`src/rtl/pll_seq_pkg.sv`:
```
// Package: pll_seq_pkg
// Purpose: shared definitions for the PLL reset sequencer: the FSM state
//          encoding (also exported on state_o for debug), the saturation
//          limit of the 8-bit event counters and a saturating increment.
// Ports:   none (package)
package pll_seq_pkg;

    typedef enum logic [2:0] {
        PLL_RST   = 3'd0,
        WAIT_LOCK = 3'd1,
        STABLE    = 3'd2,
        RELEASE   = 3'd3,
        RUN       = 3'd4
    } state_t;

    localparam logic [7:0] SAT8 = 8'hFF;

    // Event counters stick at their maximum rather than wrapping, so a
    // large value always means "many events", never "few after a wrap".
    function automatic logic [7:0] sat_inc(input logic [7:0] value);
        return (value == SAT8) ? value : value + 8'd1;
    endfunction

endpackage

```
`src/rtl/pll_seq_sync2.sv`:
```
// Module: pll_seq_sync2
// Purpose: two-flop synchronizer bringing the PLL LOCKED pin (asynchronous
//          to the reference clock) into the clk domain.
// Ports:
//   clk    in  1  reference clock
//   rst_n  in  1  synchronous active-low reset, clears both flops
//   d      in  1  asynchronous input
//   q      out 1  synchronized output, two cycles of latency
module pll_seq_sync2 (
    input  logic clk,
    input  logic rst_n,
    input  logic d,
    output logic q
);

    (* ASYNC_REG = "TRUE" *) logic meta;
    (* ASYNC_REG = "TRUE" *) logic sync;

    // Both flops carry ASYNC_REG so placement keeps them adjacent and the
    // first stage gets a full cycle to resolve metastability.
    always_ff @(posedge clk) begin
        if (!rst_n) begin
            meta <= 1'b0;
            sync <= 1'b0;
        end else begin
            meta <= d;
            sync <= meta;
        end
    end

    assign q = sync;

endmodule

```
`src/rtl/pll_reset_sequencer.sv`:
```
// Module: pll_reset_sequencer
// Purpose: drives a PLL's RST pin, waits for LOCKED with timeout and retry,
//          debounces lock, then releases NUM_RST downstream resets one stage
//          at a time. Lock loss or force_i restarts the whole sequence.
// Ports:
//   clk_i            in  1        free-running reference clock (not a PLL output)
//   rst_n_i          in  1        synchronous active-low reset
//   pll_locked_i     in  1        PLL LOCKED, asynchronous to clk_i
//   force_i          in  1        level request for a full re-sequence
//   pll_rst_o        out 1        PLL RST, active high
//   rst_o            out NUM_RST  downstream resets, active high, bit 0 first
//   ready_o          out 1        all resets released and PLL locked
//   relock_count_o   out 8        lock-loss events, saturating
//   timeout_count_o  out 8        lock-timeout retries, saturating
//   state_o          out 3        current FSM state (debug)
module pll_reset_sequencer
    import pll_seq_pkg::*;
#(
    parameter int PLL_RST_CYCLES = 16,
    parameter int LOCK_TIMEOUT   = 65535,
    parameter int LOCK_STABLE    = 1024,
    parameter int STAGE_DELAY    = 64,
    parameter int NUM_RST        = 3,
    parameter int CNT_W          = 16
) (
    input  logic               clk_i,
    input  logic               rst_n_i,
    input  logic               pll_locked_i,
    input  logic               force_i,
    output logic               pll_rst_o,
    output logic [NUM_RST-1:0] rst_o,
    output logic               ready_o,
    output logic [7:0]         relock_count_o,
    output logic [7:0]         timeout_count_o,
    output logic [2:0]         state_o
);

    localparam int STAGE_W = $clog2(NUM_RST + 1);

    localparam logic [CNT_W-1:0]   RST_LAST     = CNT_W'(PLL_RST_CYCLES - 1);
    localparam logic [CNT_W-1:0]   TIMEOUT_LAST = CNT_W'(LOCK_TIMEOUT - 1);
    localparam logic [CNT_W-1:0]   STABLE_LAST  = CNT_W'(LOCK_STABLE - 1);
    localparam logic [CNT_W-1:0]   STAGE_LAST   = CNT_W'(STAGE_DELAY - 1);
    localparam logic [STAGE_W-1:0] FINAL_STAGE  = STAGE_W'(NUM_RST - 1);

    state_t               state;
    state_t               state_next;
    logic [CNT_W-1:0]     cnt;
    logic [CNT_W-1:0]     cnt_next;
    logic [STAGE_W-1:0]   stage;
    logic [STAGE_W-1:0]   stage_next;
    logic [NUM_RST-1:0]   rst_next;
    logic [7:0]           relock_next;
    logic [7:0]           timeout_next;
    logic                 restart;
    logic                 lock_s;

    pll_seq_sync2 u_lock_sync (
        .clk   (clk_i),
        .rst_n (rst_n_i),
        .d     (pll_locked_i),
        .q     (lock_s)
    );

    // Next-state logic. Every abort path funnels through 'restart' so the
    // re-entry into PLL_RST is identical whether it came from a timeout,
    // lock loss or force. force_i is checked first so a simultaneous lock
    // loss or timeout is not counted.
    always_comb begin
        state_next   = state;
        cnt_next     = cnt + CNT_W'(1);
        stage_next   = stage;
        rst_next     = rst_o;
        relock_next  = relock_count_o;
        timeout_next = timeout_count_o;
        restart      = 1'b0;

        case (state)
            PLL_RST: begin
                if (cnt == RST_LAST) begin
                    state_next = WAIT_LOCK;
                    cnt_next   = '0;
                end
            end
            WAIT_LOCK: begin
                if (force_i) begin
                    restart = 1'b1;
                end else if (lock_s) begin
                    state_next = STABLE;
                    cnt_next   = '0;
                end else if (cnt == TIMEOUT_LAST) begin
                    timeout_next = sat_inc(timeout_count_o);
                    restart      = 1'b1;
                end
            end
            STABLE: begin
                if (force_i) begin
                    restart = 1'b1;
                end else if (!lock_s) begin
                    state_next = WAIT_LOCK;
                    cnt_next   = '0;
                end else if (cnt == STABLE_LAST) begin
                    state_next = RELEASE;
                    cnt_next   = '0;
                    stage_next = '0;
                end
            end
            RELEASE: begin
                if (force_i) begin
                    restart = 1'b1;
                end else if (!lock_s) begin
                    relock_next = sat_inc(relock_count_o);
                    restart     = 1'b1;
                end else if (cnt == STAGE_LAST) begin
                    cnt_next   = '0;
                    stage_next = stage + STAGE_W'(1);
                    for (int k = 0; k < NUM_RST; k++) begin
                        if (stage == STAGE_W'(k)) begin
                            rst_next[k] = 1'b0;
                        end
                    end
                    if (stage == FINAL_STAGE) begin
                        state_next = RUN;
                    end
                end
            end
            RUN: begin
                cnt_next = '0;
                if (force_i) begin
                    restart = 1'b1;
                end else if (!lock_s) begin
                    relock_next = sat_inc(relock_count_o);
                    restart     = 1'b1;
                end
            end
            default: begin
                restart = 1'b1;
            end
        endcase

        if (restart) begin
            state_next = PLL_RST;
            cnt_next   = '0;
            stage_next = '0;
            rst_next   = '1;
        end
    end

    // State and output registers. pll_rst_o and ready_o are decoded from
    // the next state so they change on the same edge as the state itself.
    always_ff @(posedge clk_i) begin
        if (!rst_n_i) begin
            state           <= PLL_RST;
            cnt             <= '0;
            stage           <= '0;
            pll_rst_o       <= 1'b1;
            rst_o           <= '1;
            ready_o         <= 1'b0;
            relock_count_o  <= 8'd0;
            timeout_count_o <= 8'd0;
        end else begin
            state           <= state_next;
            cnt             <= cnt_next;
            stage           <= stage_next;
            pll_rst_o       <= (state_next == PLL_RST);
            rst_o           <= rst_next;
            ready_o         <= (state_next == RUN);
            relock_count_o  <= relock_next;
            timeout_count_o <= timeout_next;
        end
    end

    assign state_o = state;

endmodule

```
`config.mk`:
```
export PLATFORM = sky130hd
export DESIGN_NAME = pll_reset_sequencer
export DESIGN_NICKNAME = d
export VERILOG_FILES = /design/src/rtl/pll_seq_pkg.sv /design/src/rtl/pll_seq_sync2.sv /design/src/rtl/pll_reset_sequencer.sv
export SDC_FILE = /design/constraint.sdc
export NUM_CORES = 1
export LEC_CHECK = 0
export CAP_MARGIN = 25
export CORE_MARGIN = 4
export CORE_UTILIZATION = 59
export DETAILED_ROUTE_END_ITERATION = 8
export HOLD_SLACK_MARGIN = 0.05
export PLACE_DENSITY = 0.83
export SLEW_MARGIN = 20
export SYNTH_ARGS = -nofsm -noshare
export SYNTH_HDL_FRONTEND = slang
export SYNTH_SLANG_ARGS = --single-unit
```
`constraint.sdc`:
```
create_clock -name clk_i -period 5.3 [get_ports clk_i]
set_input_delay 1.06 -clock clk_i [delete_from_list [all_inputs] [get_ports clk_i]]
set_output_delay 1.06 -clock clk_i [all_outputs]
set_load 0.02 [all_outputs]
```
==> results of run 1 <==
power breakdown:
| part | internal [mW] | switching [mW] | total (mW) |
|---|---|---|---|
| combinational | 0.00744 | 0.0105 | 0.0179 |
| clock | 0.236 | 0.118 | 0.353 |
| sequential | 0.333 | 0.00358 | 0.337 |
| total | 0.576 | 0.132 | 0.708 |
state kept, by name, indices dropped and copies added (netlist names):
register	flops
state_o	3
ready_o	1
u_lock_sync.q	1
rst_o	3
relock_count_o	8
u_lock_sync.meta	1
cnt	16
pll_rst_o	1
stage	2
timeout_count_o	8
per-layer routing:
metal | vias to the layer above | GRT usage
met5 | - | 0
met4 | 0 | 0.0787
met3 | 11 | 0.0417
met2 | 50 | 0.331
met1 | 865 | 0.267
li1 | 950 | -
final cells by class:
class,instances,area [µm²]
Tap cell,48,60.1
Multi-Input combinational cell,196,1260
Clock buffer,5,68.8
Inverter,6,22.5
Sequential cell,44,881
Fill cell,305,1040
Clock inverter,3,90.1
Timing Repair Buffer,27,270
worst max-delay path, cell delays in order:
cell	delay (ps)
clkdlybuf4s50_1	550
clkinv_1	470
a311o_2	560
nand3b_1	170
o32ai_2	160
nor3_2	80
cells in the final DEF (no fill, tap or decap), types with 2 or more instances in the layout:
cell type and n:
dfxtp_1 44, and2_1 3, xor2_1 17, nand3_1 12
nand2_1 17, nor2b_1 2, nor4_1 2, nor2_1 45
a21o_1 3, ha_1 7, nand3b_1 2, bufinv_16 3
clkbuf_8 5, or4_4 2, nor3b_1 2, o21ai_0 7
nand4_1 12, a21oi_1 7, and4_1 4, inv_1 5
nor3_1 11, and3_1 6, clkdlybuf4s50_1 27, xnor2_1 9
nand2b_1 2
path summary, 6_finish.rpt:
check	cells after the start	endpoint	slack [ps]	startpoint
worst min-delay path	1	u_lock_sync.q$_SDFF_PN0_	450	u_lock_sync.meta$_SDFF_PN0_
worst min register to register	1	u_lock_sync.q$_SDFF_PN0_	450	u_lock_sync.meta$_SDFF_PN0_
worst max-delay path	6	pll_rst_o$_SDFF_PN1_	2440	rst_n_i
worst max register to register	6	relock_count_o[7]$_SDFFE_PN0P_	2950	state_o[2]$_SDFF_PN0_
through the flow:
stage | worst slack (ps) | instances | utilization
finish | 2440 | 329 | 0.718
global route | 2230 | 329 | 0.718
CTS | 2450 | 329 | 0.718
detailed placement | 2120 | 321 | 0.675
global placement | 2160 | 321 | 0.675
floorplan | 2870 | 257 | -
kinds of logic after synthesis:
group                      after synthesis  share of synthesized area
and+or+nand+nor                        131                      0.307
DFF                                     44                      0.390
AOI/OAI and AO/OA                       31                      0.105
xor gates and xnor gates                26                      0.101
buffers and inverters                   17                     0.0532
adders and majority gates                7                     0.0388
muxes                                    1                    0.00443
==> impl.org, run 1 <==
** Worst setup path
- Launching element type of the critical path :: input pin
- By startpoint and endpoint, the worst setup path is classified as input pin to register.
- Setup crit end kind :: register
- Along the worst path, the maximum fanout reaches 19.
- WP data required :: 5490 ps
- Crit path DAT :: 3050 ps

** Global routing
- Global-route wire length before repair :: 8270 µm
- Summed over all layers, the global routing overflow is 0.
- Pin count of the biggest net entering global routing :: 20
- Number of antenna violations at the first check in global routing :: 0
- Via count of the first global-routing pass :: 1776
- In the global route stage, overall resource usage came out at 0.205.

** Floorplan
- In this run the core area contains 22 standard-cell rows.
- Width of the die :: 69.9 µm
- Initial core utilization :: 0.612
- The region available for standard cell placement spans 0.00369 mm².
- For this design the top-level I/O count stands at 28.
- Area of the die :: 0.00488 mm²
- Chip Height :: 69.9 µm

** Power and ir drop
- The analysis attributes to cell leakage a power of 0.923 nW.
- Power, Total :: 708 µW
- Worst IR drop on VDD :: 191 µV
- Dividing total power by cell area gives a power density of 267 mW/mm².

** Run status
- Result of the run :: completed

** Finish
- Number of inserted diodes :: 0
- Layout area overhead :: 17.4%
- Of the cells placed in the final design, the portion with a size suffix greater than 1 is 0.0819.
- After the last flow step, the layout net total stands at 291.
- Final non-filler cell area :: 0.00265 mm²

** STA
- Number of hold violations in the final report :: 0
- Setup repair after global routing left no endpoint under its margin.
- Of the available clock period, the critical path in the final layout requires 0.540.
- After routing, the total negative slack on setup checks comes to 0 ps.
- Pins over their slew limit :: 0
- For the pin with the worst max-slew slack, the measured transition is 621 ps.
- The tightest hold path in the finished design has a slack of 446 ps.
- Based on the critical path, the design can be clocked at up to 350 MHz.
- On the final layout, the worst clock skew is 6.01 ps.
- Setup violators final :: 0
- Headroom to the max-slew limit came out at 0.584.
- Fin crit period :: 2860 ps

** Drt
- Pre-antenna DRT Iters :: 4
- For this block, wires on met1 add up to 2070 µm.
- Average vias per placed instance :: 5.70
- In the final routed layout, each cell accounts on average for 14.3 µm.
- WL met3 :: 263 µm
- The highest layer touched by signal routing is met4.
- Total Wirelength :: 4700 µm
- Routed via count :: 1876
- Antenna Violating Nets Remaining :: 0
- For this run, design rule violations remaining after detail routing come to 0.
- WL met2 :: 2280 µm
- First-iteration detailed-routing DRC count :: 245

** Clocking
- TritonCTS Sinks :: 44
- After clock tree synthesis, the flow added hold-fix buffers numbering 0.
- In this run the number of H-tree levels came out at 2.
- TritonCTS built the clock tree.
- No sink is reached through more buffers than the 2 on the longest clock path.
- Number of buffers inserted during clock tree synthesis :: 5
- Worst-path clk slew :: 80 ps
- Latest clock arrival within the worst-skew pair :: 300 ps
- CTS placed an instance of clkbuf_8 at the clock tree root.
- Number of gates resized after CTS :: 0
- # Post-CTS Setup Buffers :: 0

** Synthesis
- Area of the mapped netlist :: 0.00226 mm²
- Cell types occupying the most area after synthesis :: dfxtp_1, nor2_1, xor2_1
- Number of register bits inferred by synthesis :: 44
- For this run, the leading register cell type out of synthesis is dfxtp_1.
- Portion of synthesized cell area occupied by the leading cell type :: 0.390
- The share of the Yosys chip area taken by registers is 0.390.
- Unique masters post-synth :: 53
- Count of yosys warnings during synthesis :: 0
- Counting flops with an async set or reset pin after synthesis yields a share of 0.
- Summed over all instances, the cell type with the most area after synthesis is dfxtp_1.
- The cell count after synthesis came out at 257.
- Post-synth top cells :: nor2_1, dfxtp_1, nand2_1, xor2_1
- Post-synth EDFFs :: 0
- Post-Syn Nets :: 268
- Mean cell area of the mapped netlist :: 8.78 µm²
- Among all cell types in the netlist, the one instantiated most often is nor2_1.

** Placed design
- Buffers on Ports :: 27
- Post-detail-place hpwl :: 3290 µm
- The congestion estimate from routability-driven global placement came to 0.881.
- Placed Instance Area :: 0.00249 mm²

** Job
- Count of max-cap constraint violations :: 0

** Min path
- Min-Delay Path Class :: register to register
Note: power is estimated with default switching activity, not from simulation.
==> run 2: changes to the inputs <==
--- a/config.mk
+++ b/config.mk
@@ -7,10 +7,10 @@
 export LEC_CHECK = 0
 export CAP_MARGIN = 25
 export CORE_MARGIN = 4
-export CORE_UTILIZATION = 59
+export CORE_UTILIZATION = 55
 export DETAILED_ROUTE_END_ITERATION = 8
 export HOLD_SLACK_MARGIN = 0.05
-export PLACE_DENSITY = 0.83
+export PLACE_DENSITY = 0.78
 export SLEW_MARGIN = 20
 export SYNTH_ARGS = -nofsm -noshare
 export SYNTH_HDL_FRONTEND = slang
==> constraint.sdc (replaced) <==
create_clock -name clk_i -period 2.8 [get_ports clk_i]
set_input_delay 0.56 -clock clk_i [delete_from_list [all_inputs] [get_ports clk_i]]
set_output_delay 0.56 -clock clk_i [all_outputs]
set_load 0.02 [all_outputs]
==> impl.org, run 2 (synthesis gave the netlist of run 1 again) <==
** STA
- The final count of pins violating max slew was 0 (unchanged).
- The clock skew came to 6.13 ps (+0.118 ps).
- Highest clock frequency the design can meet :: 432 MHz
- Final TNS setup :: 0 ps (unchanged)
- The number of endpoints with negative hold slack in the final report came to 0 (unchanged).
- The final number of setup-violating endpoints is 0 (unchanged).
- Setup repair after global routing missed its margin :: no
- Pin slew with the least headroom to its limit :: 554 ps (-67.8 ps)
- Dividing the final minimum period by the clock period gives 0.826.
- The clock period could shrink to 2310 ps.
- The headroom to the max-slew limit came to 0.628 (+0.0443).

** Power and ir drop
- The power density over cell area is 423 mW/mm² (+58%).
- Static Leak :: 0.904 nW (-2.1%)
- The post-route total power is 1.10 mW (+56%).
- The peak supply drop was 308 µV (+61%).

** Clocking
- The maximum clock path buffer count is 2 (unchanged).
- Worst-path clk slew :: 90 ps (about the same)
- TritonCTS built the clock tree.
- Level count of the clock H-tree :: 2 (unchanged)
- The clock insertion delay at the later pin of the skew report was 310 ps (about the same).
- TritonCTS Sinks :: 44 (unchanged)
- The setup fix buffers added after clock tree synthesis came to 0 (unchanged).
- Number of buffers inserted during clock tree synthesis :: 5 (unchanged)
- The total of cells resized after clock tree synthesis was 0 (unchanged).
- Number of hold buffers added after CTS :: 0 (unchanged)
- Clock tree synthesis selected as its root buffer the cell clkbuf_8.

** Finish
- The register with the most flip-flops in the final layout is cnt.
- Leading cell types in the layout, fill and taps excluded :: nor2_1, dfxtp_1, clkdlybuf4s50_1, nand2_1, xor2_1
- The ratio of cells with drive above 1 in the final layout came to 0.0915 (+0.00970).
- Commonest non-fill, non-tap cell in the layout :: nor2_1
- Number of fill cells :: 331 (+8.5%)
- Largest registers :: cnt x16, relock_count_o x8, timeout_count_o x8
- The number of flip-flops under the largest register name is 16 (unchanged).
- The flip-flop and latch area came to 881 µm² (unchanged).
- The antenna diode count was 0 (unchanged).
- The final layout net count came to 294 (+1.0%).
- Layout area overhead :: 15.7%
- Cell Count, Final, Fillers Out :: 334 (+1.5%)
- The area occupied by multi-input gates was 0.00126 mm² (unchanged).

** Floorplan
- The placement row count is 23 (+4.5%).
- The number of I/O pins was 28 (unchanged).
- Placeable core area :: 0.00397 mm² (+7.7%)
- The total die area came to 0.00519 mm² (+6.4%).
- The effective utilization at floorplan was 0.568 (-0.0436).
- The overall die height came to 72.1 µm (+3.2%).
- Width of the die :: 72.1 µm (+3.2%)

** Worst setup path
- Crit path DAT :: 2550 ps (-500 ps)
- STA classifies the critical path endpoint as a register.
- The worst setup path is launched from an input pin.
- Maximum fanout encountered on the critical timing path :: 16 (-3)
- WP data required :: 3040 ps (-2450 ps)
- Cell type of the slowest stage on the worst timing path :: clkdlybuf4s50_1
- The cell family contributing the most delay on the critical path is compound AO/OA/AOI/OAI gates.
- Worst R2R Setup Slack :: 670 ps (-2280 ps)
- Traced cell by cell, the critical path runs through clkdlybuf4s50_1 > nand2b_1 > o21ai_0 > and3_1 > a41oi_2 > a211o_2 > nor2_1.
- Crit Path Class :: input pin to register
- The combined buffer and inverter count along the critical path came to 1 (-1).
- The delay of the slowest critical-path stage was 560 ps (about the same).

** Drt
- Top layer reached by signal wires :: met4
- Average vias per placed instance :: 5.57 (-2.3%)
- WL met3 :: 163 µm (-38%)
- The first-pass iteration count of the detailed router came to 4 (unchanged).
- First-iteration detailed-routing DRC count :: 160 (-35%)
- The mean routed wirelength per cell was 13.2 µm (-7.5%).
- The number of vias in the routed layout was 1861 (-0.80%).
- The remaining routing DRC violations came to 0 (unchanged).
- The length of routed wiring on met1 came to 2100 µm (+1.7%).
- The residual antenna-violating net count after detailed routing is 0 (unchanged).
- The routed wire length on met2 was 2070 µm (-9.2%).
- Total Wirelength :: 4420 µm (-6.1%)

** Placed design
- Instance count after placement with tap cells included :: 326 (+1.6%)
- Post-detail-place hpwl :: 3220 µm (-2.1%)
- Buffers on Ports :: 27 (unchanged)
- The final RePlAce weighted congestion is 0.847 (-3.9%).

** Min path
- Min-Delay Path Class :: register to register

** Global routing
- The maximum number of pins on one net before global-route repair is 19 (-5.0%).
- Total grt overflow :: 0 (unchanged)
- Global-route wire length before repair :: 7460 µm (-9.8%)
- GRT Util Overall :: 0.181 (-0.0234)
- Via count of the first global-routing pass :: 1658 (-6.6%)
- Number of antenna violations at the first check in global routing :: 0 (unchanged)

** Run status
- Result of the run :: completed

** Job
- The count of maximum capacitance violations is 0 (unchanged).
==> run 2: cell count changes in the layout (fill, tap and decap cells not counted) <==
cell / delta
clkbuf_8: +1
buf_4: +3
clkinvlp_4: +2
bufinv_16: -3
==> run 2: final timing paths <==
check,startpoint,end,depth (start not counted)
hold / removal,u_lock_sync.meta$_SDFF_PN0_,u_lock_sync.q$_SDFF_PN0_,1
setup / recovery,force_i,cnt[5]$_SDFF_PP0_,7
setup reg to reg,state_o[0]$_SDFF_PN0_,timeout_count_o[3]$_SDFFE_PN0P_,5
hold reg to reg,u_lock_sync.meta$_SDFF_PN0_,u_lock_sync.q$_SDFF_PN0_,1
==> run 2: layer usage <==
metal	global-route usage	up-vias
li1	-	954
met1	0.235	865
met2	0.286	36
met3	0.0416	6
met4	0.0814	0
met5	0	-
==> run 2: area by class of cell <==
| cell class | count | area share |
|---|---|---|
| multi-input combinational | 196 | 0.481 |
| sequential | 44 | 0.337 |
| inverter | 6 | 0.00862 |
| tap | 50 | 0.0239 |
| clock buffer | 6 | 0.0316 |
| timing repair buffer | 30 | 0.112 |
| clock inverter | 2 | 0.00575 |
==> run 2: power breakdown <==
group / switching [mW] / internal (mW) / total [mW]
clock network: 0.232 / 0.200 / 0.432
registers: 0.00641 / 0.631 / 0.637
logic: 0.0202 / 0.0159 / 0.0361
total: 0.258 / 0.846 / 1.10
==> run 2: per-stage QoR <==
step / hold slack (ps) / setup slack (ps) / utilization / area [µm²]
detailed placement: 427 / 223 / 0.633 / 2510
global route: 455 / 353 / 0.658 / 2610
floorplan: 412 / 808 / - / 2260
finish: 450 / 486 / 0.658 / 2610
global placement: 417 / 242 / 0.633 / 2510
CTS: 449 / 529 / 0.658 / 2610
==> run 3: changes to the inputs <==
--- a/config.mk
+++ b/config.mk
@@ -7,10 +7,10 @@
 export LEC_CHECK = 0
 export CAP_MARGIN = 25
 export CORE_MARGIN = 4
-export CORE_UTILIZATION = 55
+export CORE_UTILIZATION = 50
 export DETAILED_ROUTE_END_ITERATION = 8
 export HOLD_SLACK_MARGIN = 0.05
-export PLACE_DENSITY = 0.78
+export PLACE_DENSITY = 0.75
 export SLEW_MARGIN = 20
 export SYNTH_ARGS = -nofsm -noshare
 export SYNTH_HDL_FRONTEND = slang
==> constraint.sdc (replaced) <==
create_clock -name clk_i -period 1.9 [get_ports clk_i]
set_input_delay 0.38 -clock clk_i [delete_from_list [all_inputs] [get_ports clk_i]]
set_output_delay 0.38 -clock clk_i [all_outputs]
set_load 0.02 [all_outputs]
==> impl.org, run 3 (synthesis gave the netlist of run 1 again) <==
** Run status
- Result of the run :: finished, violations left
- Failing checks :: setup timing

** Finish
- Layout area overhead :: 35.2%
- Largest registers :: cnt x16, relock_count_o x8, timeout_count_o x8
- Net total in the final layout :: 335 (+14%)
- Number of fill cells :: 338 (+2.1%)
- Leading cell types in the layout, fill and taps excluded :: nor2_1, buf_4, dfxtp_1, clkdlybuf4s50_1
- The area occupied by multi-input gates was 0.00133 mm² (+6.2%).
- Storage element area :: 891 µm² (+1.1%)
- Top register by number of flip-flops :: cnt
- The number of flip-flops under the largest register name was 16 (unchanged).
- The ratio of cells with drive above 1 in the final layout was 0.271 (+0.179).
- The library cell used most frequently in the layout, excluding fill and tap cells, is nor2_1.
- Number of inserted diodes :: 0 (unchanged)

** Job
- Count of max-cap constraint violations :: 0 (unchanged)

** Drt
- The remaining routing DRC violations was 0 (unchanged).
- Total Wirelength :: 5060 µm (+15%)
- The vias per cell is 5.43 (-2.6%).
- The number of vias in the routed layout came to 2047 (+10%).
- Pre-antenna DRT Iters :: 4 (unchanged)
- First-iteration detailed-routing DRC count :: 100 (-38%)
- The mean routed wirelength per cell was 13.4 µm (+1.5%).
- Antenna Violating Nets Remaining :: 0 (unchanged)

** Floorplan
- The number of I/O pins is 28 (unchanged).
- Row cnt :: 24 (+4.3%)
- Placeable core area :: 0.00435 mm² (+9.6%)
- The die outline width came to 75.2 µm (+4.3%).
- Initial core utilization :: 0.518 (-0.0500)
- The total die area was 0.00565 mm² (+8.9%).
- The overall die height is 75.2 µm (+4.3%).

** Min path
- Instance count along the most critical hold path :: 1 (unchanged)
- In this run the worst hold path is classified as register to register.

** Clocking
- Number of buffers inserted during clock tree synthesis :: 5 (unchanged)
- CTS Buffer Depth :: 2 (unchanged)
- Worst-path clk slew :: 80 ps (about the same)
- The deepest level of the CTS H-tree is 2 (unchanged).
- The clock net sink count came to 44 (unchanged).
- TritonCTS built the clock tree.
- The root buffer cell chosen for the clock tree is clkbuf_8.
- The count of hold-fix buffers inserted at cts came to 0 (unchanged).
- Latest clock arrival within the worst-skew pair :: 290 ps (-20 ps)

** STA
- The smallest clock period supported by the final layout is computed as 1910 ps.
- For this run, the top clock speed supported by timing is 523 MHz.
- Setup WS post-layout :: -12.6 ps (-499 ps)
- Post-Route Skew :: 7.30 ps (+1.17 ps)
- The transition time of the tightest slew-check pin came to 352 ps (-202 ps).
- The worst-case hold slack was 444 ps (-5.40 ps).
- The headroom to the max-slew limit was 0.765 (+0.137).
- Pins over their slew limit :: 0 (unchanged)
- Setup repair after global routing missed its margin :: yes
- Number of hold violations in the final report :: 0 (unchanged)
- Final Cycle Share :: 1.01
- The final number of setup-violating endpoints came to 2 (+2).

** Worst setup path
- The length in cells of the worst reg-to-reg path came to 7 (+2).
- The critical path in this run is classified as register to register.
- The data arrival time of the worst path came to 2100 ps (-450 ps).
- Walking the worst path, the cells encountered are or4_4 > nor4_4 > nand2_2 > buf_4 > buf_4 > o21ai_2 > nand2b_1.
- Delay-heaviest family, CP :: simple AND/OR/NAND/NOR gates
- The most numerous cell type found on the critical path is buf_4.
- WP data required :: 2090 ps (-950 ps)
- Maximum fanout encountered on the critical timing path :: 3 (-13)
- The delay of the slowest critical-path stage came to 560 ps (about the same).
- The number of cells on the critical path was 7 (unchanged).
- Launching element type of the critical path :: register
- Cell type of the slowest stage on the worst timing path :: or4_4
- STA classifies the critical path endpoint as a register.
- The combined buffer and inverter count along the critical path is 2 (+1).

** Placed design
- Worst-case setup slack after placement :: -413 ps (-636 ps)
- Post-detail-place hpwl :: 3600 µm (+12%)
- RePlAce Congestion :: 0.832 (-1.7%)
- Buffers on Ports :: 27 (unchanged)

** Global routing
- GRT Util Overall :: 0.178 (-0.00262)
- The overflow left after global routing was 0 (unchanged).
- Via count of the first global-routing pass :: 1836 (+11%)
- Number of antenna violations at the first check in global routing :: 0 (unchanged)
- The maximum number of pins on one net before global-route repair came to 19 (unchanged).
- The wire length of the first global-routing pass was 7890 µm (+5.7%).

** Power and ir drop
- Static Leak :: 1.17 nW (+29%)
- Power density over the cells :: 577 mW/mm² (+36%)
- The peak supply drop came to 419 µV (+36%).
- Power, Total :: 1.76 mW (+59%)
[run 3: cell types whose count changed in the layout (fill, tap and decap cells not counted), sizes merged]
cell,before,now
buf,3,44
bufinv,0,1
clkinvlp,2,0
clkinv,1,2
dlymetal6s2s,0,2
clkdlybuf4s50,27,25
[run 3: power by group]
group | total, mW | leakage [nW] | internal (mW) | switching (mW)
Combinational | 0.0758 | 0.748 | 0.0391 | 0.0367
Clock | 0.745 | 0.0614 | 0.430 | 0.315
Sequential | 0.940 | 0.358 | 0.930 | 0.0103
Total | 1.76 | 1.17 | 1.40 | 0.362
[run 3: per-stage QoR]
stage | area [µm²] | util | TNS (ps) | instances
2_1_floorplan | 2280 | - | -113 | 257
3_3_place_gp | 2840 | 0.653 | -9470 | 367
3_5_place_dp | 2840 | 0.653 | -10400 | 367
4_1_cts | 2970 | 0.682 | -12.9 | 375
5_1_grt | 3050 | 0.701 | -1140 | 377
6_report | 3050 | 0.701 | -23.3 | 377
[run 3: final cells by class]
class,count,area share
clock inverters,2,0.0127
multi-input cells,196,0.437
repair buffers,71,0.203
flip-flops and latches,44,0.292
clock buffers,6,0.0271
well taps,52,0.0213
inverters,6,0.00738
[run 3: worst paths after layout]
kind,start,end,slack [ps]
min reg2reg,u_lock_sync.meta$_SDFF_PN0_,u_lock_sync.q$_SDFF_PN0_,440
max,cnt[6]$_SDFF_PP0_,rst_o[2]$_SDFFE_PP1P_,-10
max reg2reg,cnt[6]$_SDFF_PP0_,rst_o[2]$_SDFFE_PP1P_,-10
min,u_lock_sync.meta$_SDFF_PN0_,u_lock_sync.q$_SDFF_PN0_,440
[run 3: per-layer routing]
metal	wire, µm	track usage	share of wire	vias up
li1	-	-	-	1037
met1	2290	0.222	0.45	969
met2	2530	0.302	0.50	32
met3	169	0.0401	0.033	9
met4	65	0.0660	0.013	0
met5	0	0	0	-
[run 3: timing repair]
action                                  CTS  global route
gates cloned                              0             0
buffers inserted                          0             2
resized for setup                         3            20
pin swaps                                 4             7
endpoints found under the setup margin   20            33
